`config.mk`:
```
export PLATFORM = sky130hd
export DESIGN_NAME = speed_test_sequencer
export DESIGN_NICKNAME = d
export VERILOG_FILES = /design/src/rtl/speed_test_sequencer.sv
export SDC_FILE = /design/constraint.sdc
export NUM_CORES = 2
export LEC_CHECK = 0
export BUFFER_PORTS_ARGS = -buffer_cell sky130_fd_sc_hd__buf_2
export CORE_AREA = 2 2 467 469
export DETAILED_ROUTE_END_ITERATION = 8
export DIE_AREA = 0 0 469 471
export PLACE_DENSITY = 0.38
export SLEW_MARGIN = 40
export SYNTH_ARGS = -nofsm -noshare
export SYNTH_HDL_FRONTEND = slang
export SYNTH_SLANG_ARGS = --single-unit
```
`constraint.sdc`:
```
create_clock -name S_AXI_ACLK -period 3.6 [get_ports S_AXI_ACLK]
set_input_delay 0.18 -clock S_AXI_ACLK [delete_from_list [all_inputs] [get_ports S_AXI_ACLK]]
set_output_delay 0.18 -clock S_AXI_ACLK [all_outputs]
set_load 0.05 [all_outputs]
```
`src/rtl/speed_test_sequencer.sv`:
```
// AXI4-Lite master that programs the speed-test controller, runs one test to completion
// and streams the 16 result words plus the elapsed-ms word out on a valid/ready port.
`timescale 1ns/1ps
module speed_test_sequencer #(
    parameter int          ADDR_WIDTH     = 9,
    parameter int          POLL_INTERVAL  = 1024,
    parameter logic [31:0] TIMEOUT_CYCLES = 32'd250000000
) (
    input  logic                  S_AXI_ACLK,
    input  logic                  rst,
    input  logic                  cmd_valid,
    output logic                  cmd_ready,
    input  logic [12:0]           cmd_duration,
    input  logic [1023:0]         cmd_config,
    output logic [ADDR_WIDTH-1:0] m_awaddr,
    output logic                  m_awvalid,
    input  logic                  m_awready,
    output logic [2:0]            m_awprot,
    output logic [31:0]           m_wdata,
    output logic [3:0]            m_wstrb,
    output logic                  m_wvalid,
    input  logic                  m_wready,
    input  logic [1:0]            m_bresp,
    input  logic                  m_bvalid,
    output logic                  m_bready,
    output logic [ADDR_WIDTH-1:0] m_araddr,
    output logic                  m_arvalid,
    input  logic                  m_arready,
    output logic [2:0]            m_arprot,
    input  logic [31:0]           m_rdata,
    input  logic [1:0]            m_rresp,
    input  logic                  m_rvalid,
    output logic                  m_rready,
    output logic [31:0]           res_data,
    output logic [4:0]            res_index,
    output logic                  res_valid,
    input  logic                  res_ready,
    output logic                  res_last,
    output logic                  error,
    output logic                  busy
);

    typedef enum logic [3:0] {
        S_IDLE, S_PRE_RD, S_PRE_WAIT, S_WR_DUR, S_WR_CFG, S_WR_START,
        S_POLL_WAIT, S_POLL_RD, S_RD_RES, S_RD_MS, S_RES_DRAIN
    } state_t;

    state_t                  r_state;
    state_t                  w_state_next;
    logic [12:0]             r_duration;
    logic [1023:0]           r_config;
    logic [4:0]              r_idx;
    logic [31:0]             r_wait_cnt;
    logic [31:0]             r_poll_cnt;
    logic                    r_op_busy, r_op_wr;
    logic                    r_awvalid, r_wvalid, r_aw_done, r_w_done, r_bready;
    logic                    r_arvalid, r_rready;
    logic [ADDR_WIDTH-1:0]   r_awaddr, r_araddr;
    logic [31:0]             r_wdata;
    logic [31:0]             r_res_data;
    logic [4:0]              r_res_index;
    logic                    r_res_valid;
    logic                    r_error, r_busy, r_cmd_ready;

    logic [31:0]             w_cfg_word [32];
    logic                    w_cmd_accept;
    logic                    w_aw_hs, w_w_hs, w_ar_hs, w_wr_done, w_rd_done;
    logic                    w_aw_fin, w_w_fin;
    logic                    w_launch_wr, w_launch_rd;
    logic                    w_wait_done, w_timeout, w_res_hs;
    logic [ADDR_WIDTH-1:0]   w_wr_addr, w_rd_addr;
    logic [31:0]             w_wr_data;

    genvar gi;
    generate
        for (gi = 0; gi < 32; gi++) begin : g_cfg
            assign w_cfg_word[gi] = r_config[32*gi +: 32];
        end
    endgenerate

    assign w_cmd_accept = cmd_valid & r_cmd_ready & (r_state == S_IDLE);
    assign w_aw_hs      = r_awvalid & m_awready;
    assign w_w_hs       = r_wvalid & m_wready;
    assign w_ar_hs      = r_arvalid & m_arready;
    assign w_wr_done    = r_bready & m_bvalid;
    assign w_rd_done    = r_rready & m_rvalid;
    assign w_aw_fin     = r_aw_done | w_aw_hs;
    assign w_w_fin      = r_w_done | w_w_hs;
    assign w_res_hs     = r_res_valid & res_ready;
    assign w_wait_done  = (r_wait_cnt == 32'(POLL_INTERVAL - 1));
    assign w_timeout    = (TIMEOUT_CYCLES != 32'd0) && (r_poll_cnt >= TIMEOUT_CYCLES);

    always_ff @(posedge S_AXI_ACLK) begin
        if (rst) r_state <= S_IDLE;
        else     r_state <= w_state_next;
    end

    always_comb begin
        w_state_next = r_state;
        w_launch_wr  = 1'b0;
        w_launch_rd  = 1'b0;
        w_wr_addr    = '0;
        w_wr_data    = '0;
        w_rd_addr    = '0;
        case (r_state)
            S_IDLE:      if (w_cmd_accept) w_state_next = S_PRE_RD;
            S_PRE_RD: begin
                w_launch_rd = ~r_op_busy;
                if (w_rd_done) w_state_next = m_rdata[0] ? S_PRE_WAIT : S_WR_DUR;
            end
            S_PRE_WAIT:  if (w_wait_done) w_state_next = S_PRE_RD;
            S_WR_DUR: begin
                w_launch_wr = ~r_op_busy;
                w_wr_addr   = ADDR_WIDTH'(12'h008);
                w_wr_data   = {19'b0, r_duration};
                if (w_wr_done) w_state_next = S_WR_CFG;
            end
            S_WR_CFG: begin
                w_launch_wr = ~r_op_busy;
                w_wr_addr   = ADDR_WIDTH'(12'h100 + {5'b0, r_idx, 2'b00});
                w_wr_data   = w_cfg_word[r_idx];
                if (w_wr_done && r_idx == 5'd31) w_state_next = S_WR_START;
            end
            S_WR_START: begin
                w_launch_wr = ~r_op_busy;
                w_wr_addr   = ADDR_WIDTH'(12'h004);
                w_wr_data   = 32'h0000_00FF;
                if (w_wr_done) w_state_next = S_POLL_WAIT;
            end
            // Timeout is only honoured between polls so no read is ever abandoned.
            S_POLL_WAIT: begin
                if (w_timeout)        w_state_next = S_RD_RES;
                else if (w_wait_done) w_state_next = S_POLL_RD;
            end
            S_POLL_RD: begin
                w_launch_rd = ~r_op_busy;
                if (w_rd_done) w_state_next = m_rdata[0] ? S_POLL_WAIT : S_RD_RES;
            end
            S_RD_RES: begin
                w_launch_rd = ~r_op_busy & ~r_res_valid;
                w_rd_addr   = ADDR_WIDTH'(12'h180 + {5'b0, r_idx, 2'b00});
                if (w_rd_done && r_idx == 5'd15) w_state_next = S_RD_MS;
            end
            S_RD_MS: begin
                w_launch_rd = ~r_op_busy & ~r_res_valid;
                w_rd_addr   = ADDR_WIDTH'(12'h008);
                if (w_rd_done) w_state_next = S_RES_DRAIN;
            end
            S_RES_DRAIN: if (w_res_hs) w_state_next = S_IDLE;
            default:     w_state_next = S_IDLE;
        endcase
    end

    always_ff @(posedge S_AXI_ACLK) begin
        if (rst) begin
            r_duration  <= '0;
            r_config    <= '0;
            r_idx       <= '0;
            r_wait_cnt  <= '0;
            r_poll_cnt  <= '0;
            r_op_busy   <= 1'b0;
            r_op_wr     <= 1'b0;
            r_awvalid   <= 1'b0;
            r_wvalid    <= 1'b0;
            r_aw_done   <= 1'b0;
            r_w_done    <= 1'b0;
            r_bready    <= 1'b0;
            r_arvalid   <= 1'b0;
            r_rready    <= 1'b0;
            r_awaddr    <= '0;
            r_araddr    <= '0;
            r_wdata     <= '0;
            r_res_data  <= '0;
            r_res_index <= '0;
            r_res_valid <= 1'b0;
            r_error     <= 1'b0;
            r_busy      <= 1'b0;
            r_cmd_ready <= 1'b0;
        end else begin
            r_cmd_ready <= (w_state_next == S_IDLE);
            r_busy      <= (w_state_next != S_IDLE);

            if (w_cmd_accept) begin
                r_duration <= (cmd_duration == 13'd0) ? 13'd1 : cmd_duration;
                r_config   <= cmd_config;
            end

            // AW and W launch together and retire independently; B is taken once both are in.
            if (w_launch_wr) begin
                r_awvalid <= 1'b1;
                r_wvalid  <= 1'b1;
                r_aw_done <= 1'b0;
                r_w_done  <= 1'b0;
                r_awaddr  <= w_wr_addr;
                r_wdata   <= w_wr_data;
                r_op_busy <= 1'b1;
                r_op_wr   <= 1'b1;
            end else if (w_wr_done) begin
                r_bready  <= 1'b0;
                r_aw_done <= 1'b0;
                r_w_done  <= 1'b0;
                r_op_busy <= 1'b0;
                r_op_wr   <= 1'b0;
            end else begin
                if (w_aw_hs) begin
                    r_awvalid <= 1'b0;
                    r_aw_done <= 1'b1;
                end
                if (w_w_hs) begin
                    r_wvalid <= 1'b0;
                    r_w_done <= 1'b1;
                end
                if (r_op_wr && w_aw_fin && w_w_fin) r_bready <= 1'b1;
            end

            if (w_launch_rd) begin
                r_arvalid <= 1'b1;
                r_araddr  <= w_rd_addr;
                r_op_busy <= 1'b1;
            end else if (w_ar_hs) begin
                r_arvalid <= 1'b0;
                r_rready  <= 1'b1;
            end else if (w_rd_done) begin
                r_rready  <= 1'b0;
                r_op_busy <= 1'b0;
            end

            if (r_state == S_PRE_WAIT || r_state == S_POLL_WAIT) r_wait_cnt <= r_wait_cnt + 32'd1;
            else                                                 r_wait_cnt <= '0;

            if (r_state == S_POLL_WAIT || r_state == S_POLL_RD) r_poll_cnt <= r_poll_cnt + 32'd1;
            else                                                r_poll_cnt <= '0;

            if ((r_state == S_WR_CFG && w_wr_done) || (r_state == S_RD_RES && w_rd_done))
                r_idx <= r_idx + 5'd1;
            else if (r_state != S_WR_CFG && r_state != S_RD_RES)
                r_idx <= '0;

            if (w_rd_done && r_state == S_RD_RES) begin
                r_res_data  <= m_rdata;
                r_res_index <= r_idx;
                r_res_valid <= 1'b1;
            end else if (w_rd_done && r_state == S_RD_MS) begin
                r_res_data  <= {16'b0, m_rdata[15:0]};
                r_res_index <= 5'd16;
                r_res_valid <= 1'b1;
            end else if (w_res_hs) begin
                r_res_valid <= 1'b0;
            end

            if (w_cmd_accept)
                r_error <= 1'b0;
            else if ((w_wr_done && m_bresp != 2'b00) || (w_rd_done && m_rresp != 2'b00) ||
                     (r_state == S_POLL_WAIT && w_timeout))
                r_error <= 1'b1;
        end
    end

    assign cmd_ready = r_cmd_ready;
    assign busy      = r_busy;
    assign error     = r_error;
    assign m_awaddr  = r_awaddr;
    assign m_awvalid = r_awvalid;
    assign m_awprot  = 3'b000;
    assign m_wdata   = r_wdata;
    assign m_wstrb   = 4'hF;
    assign m_wvalid  = r_wvalid;
    assign m_bready  = r_bready;
    assign m_araddr  = r_araddr;
    assign m_arvalid = r_arvalid;
    assign m_arprot  = 3'b000;
    assign m_rready  = r_rready;
    assign res_data  = r_res_data;
    assign res_index = r_res_index;
    assign res_valid = r_res_valid;
    assign res_last  = (r_res_index == 5'd16);

endmodule

```
==> reports/metrics.yaml <==
ioPinCount: 1189
synthTopCellsByArea: "dfxtp_1 48%, nand2_1 16%, a21oi_1 11%, mux4_2 11%, clkbuf_1 2.6%"
cellPowerDensity_nw_per_um2: 447
cts_tree: "done"
crit_path_start_kind: "flip-flop"
finalWeightedCongestion: 0.850
grt_pass1_vias: 53600
grt_pass1_wl_mm: 392
rows: 171
seq_area_frac_synth_pct: 47.8
fillCellCount: 22600
tightest_slew_ps: 838
cap_viol_max_count: 0
synth-adder-area-share_pct: 0.149
fin_tns_setup_ps: 0
critPathRequiredTime_ps: 4370
clock-sinks: 1204
cp.arrival_ps: 4110
total_leakage_power_uw: 0.0292
synth_cells: 6003
post-cts-setup-buffer-count: 0
crit_path_end_kind: "flip-flop"
clk_latency_ps: 830
dpl.hpwl_mm: 213
synthMuxAreaShare_pct: 12.0
synth_cell_types: 63
synth_area_um2: 50500
wire_per_inst_um: 25.3
synthTopCellsByCount: "2217 x nand2_1, 1204 x dfxtp_1, 1145 x a21oi_1, 347 x clkbuf_1, 248 x mux4_2"
final_area_um2: 77000
place_area_um2: 59800
drc: 0
synth_top_area_share_pct: 47.8
async_flop_share_pct: 0
synth_compound_area_share_pct: 14.1
die-area_um2: 221000
holdWs_ps: 88.5
period_minus_slack_ps: 3340
track_usage_pct: 24.9
nNetsFinal: 9305
fin_ws_ps: 255
yosysMostFrequentCell: "nand2_1"
syn_avg_cell_area_um2: 8.41
synth_top_family_by_area: "simple AND/OR/NAND/NOR gates"
finalCritPeriodShare_pct: 92.9
syn_to_final_growth_pct: 52.6
antenna_found_initial: 67
max_clock_freq_mhz: 299
numCtsBuffers: 149
finalMaxSlewViolations: 0
cts.htree.levels: 4
status: "finished clean"
cts_root_buf: "clkbuf_16"
grt-ovfl-total: 0
synth_ff_type: "dfxtp_1"
reg2reg_depth: 6
drive_gt1_share_pct: 22.8
crit_fanout: 47
setup_viol_count_final: 0
ant_nets: 0
synthSimpleGateAreaFrac_pct: 20.5
hold_depth: 5
routed_wl_mm: 285
die_w_um: 469
yosysTopAreaCell: "dfxtp_1"
first_pass_iters: 8
viasPerCell: 4.71
hp-class: "in2reg"
critPathKind: "reg2reg"
vias: 52900
synthXorXnorAreaFrac_pct: 0.902
start_util_pct: 23.4
hold_viol: 0
slew_headroom_pct: 44.2
die_h_um: 471
clk_pin_slew_worst_paths_ps: 60
rsz0062_at_grt: "no"
numPortBuffers: 1173
synth_seq_cells: 1204
cts_buffer_depth: 3
synth_edf_count: 0
grt_max_degree: 184
yosys_warnings: 0
ir_worst_vdd_mv: 0.472
drtIter0Drc: 3346
dp_slack_ps: 230
coreArea_um2: 216000
skew_ps: 44.3
final timing paths:
path / from / to / slack, ps
setup / recovery: r_state[0] / r_config[231] / 260
hold / removal: cmd_valid / r_config[32] / 90
setup reg to reg: r_state[0] / r_config[231] / 260
hold reg to reg: r_config[315] / r_config[315] / 450
state kept, by name (all words and copies together), names as in the netlist, 4 cells and up:
name / flops
m_araddr: 6
res_index: 5
r_idx: 5
r_poll_cnt: 32
res_data: 32
r_duration: 13
m_wdata: 32
r_wait_cnt: 32
m_awaddr: 6
r_config: 1024
r_state: 4
cell type report:
| cell class | instances | area [um^2] | share of cell area, % |
|---|---|---|---|
| antenna | 50 | 125 | 0.162 |
| clock inverter | 45 | 624 | 0.810 |
| multi-input combinational | 4269 | 24200 | 31.5 |
| timing repair buffer | 2556 | 19800 | 25.7 |
| sequential | 1204 | 24100 | 31.3 |
| tap | 2854 | 3570 | 4.64 |
| clock buffer | 222 | 4400 | 5.72 |
| inverter | 37 | 139 | 0.180 |
through the flow:
stage | utilization, % | cells | total power, uW
after global routing | 35.6 | 11200 | 35700
after detailed placement | 27.7 | 9712 | 18200
after global placement | 27.6 | 9710 | 18100
final | 35.6 | 11200 | 34400
after floorplan | - | 6016 | 16300
after CTS | 35.6 | 11200 | 34900
power by group:
part	internal [uW]	switching [uW]	leakage, uW
combinational	2090	2450	0.0170
clock	8970	6530	0.00246
sequential	14000	396	0.00979
total	25100	9380	0.0292
placed cells by master (no fill, tap or decap), types with 12 or more instances in the layout:
cell type      netlist  layout
clkbuf_16            0     149
nor3_1              14      12
mux2i_1             24      24
mux4_2             248     248
diode_2              0      50
nand2_1           2217    2217
a22oi_1             40      40
clkinv_2             0      18
a31oi_1             20      20
xnor2_1             21      21
nand3_1             69      68
a21oi_1           1145    1145
clkbuf_1           347      33
nand4_1             32      32
and3_1              17      16
dfxtp_1           1204    1198
conb_1               2      15
clkbuf_8             0      40
o221ai_1            16      14
buf_12               0      38
dlygate4sd3_1        0    1206
o21ai_0             36      36
buf_2              117    1172
xor2_1              31      31
nor2b_1             15      14
inv_1               37      36
nand3b_1            44      44
nor2_1              94      92
mux2_2              20      20
buf_4               20     134
nor4_1              19      19
a22o_1              14      14
worst max-delay path: stages (launching register included):
cell	delay (ps)
dfxtp_1	410
nor4_1	600
and3_4	790
buf_4	550
nand2_1	200
a21oi_1	160
dlygate4sd3_1	560
repair_timing:
action,4_1_cts,5_1_grt
hold buffers,1206,0
endpoints found under the hold margin,1096,0
resized for setup,0,0
logic make-up after synthesis:
group           after synthesis
compound gates             1330
xor+xnor                     52
fa+ha+maj                     6
buf+inv                     543
flops                      1204
mux                         292
other cells                   2
simple gates               2574
routing by layer:
| layer | global-route usage (%) | routed length [um] | up-vias |
|---|---|---|---|
| met5 | 0 | 121 | - |
| met4 | 12.2 | 15000 | 20 |
| met3 | 4.40 | 15500 | 524 |
| met2 | 39.4 | 129000 | 1821 |
| met1 | 32.5 | 125000 | 25700 |
| li1 | - | - | 24900 |
No activity file was read; power rests on OpenSTA's default activity.
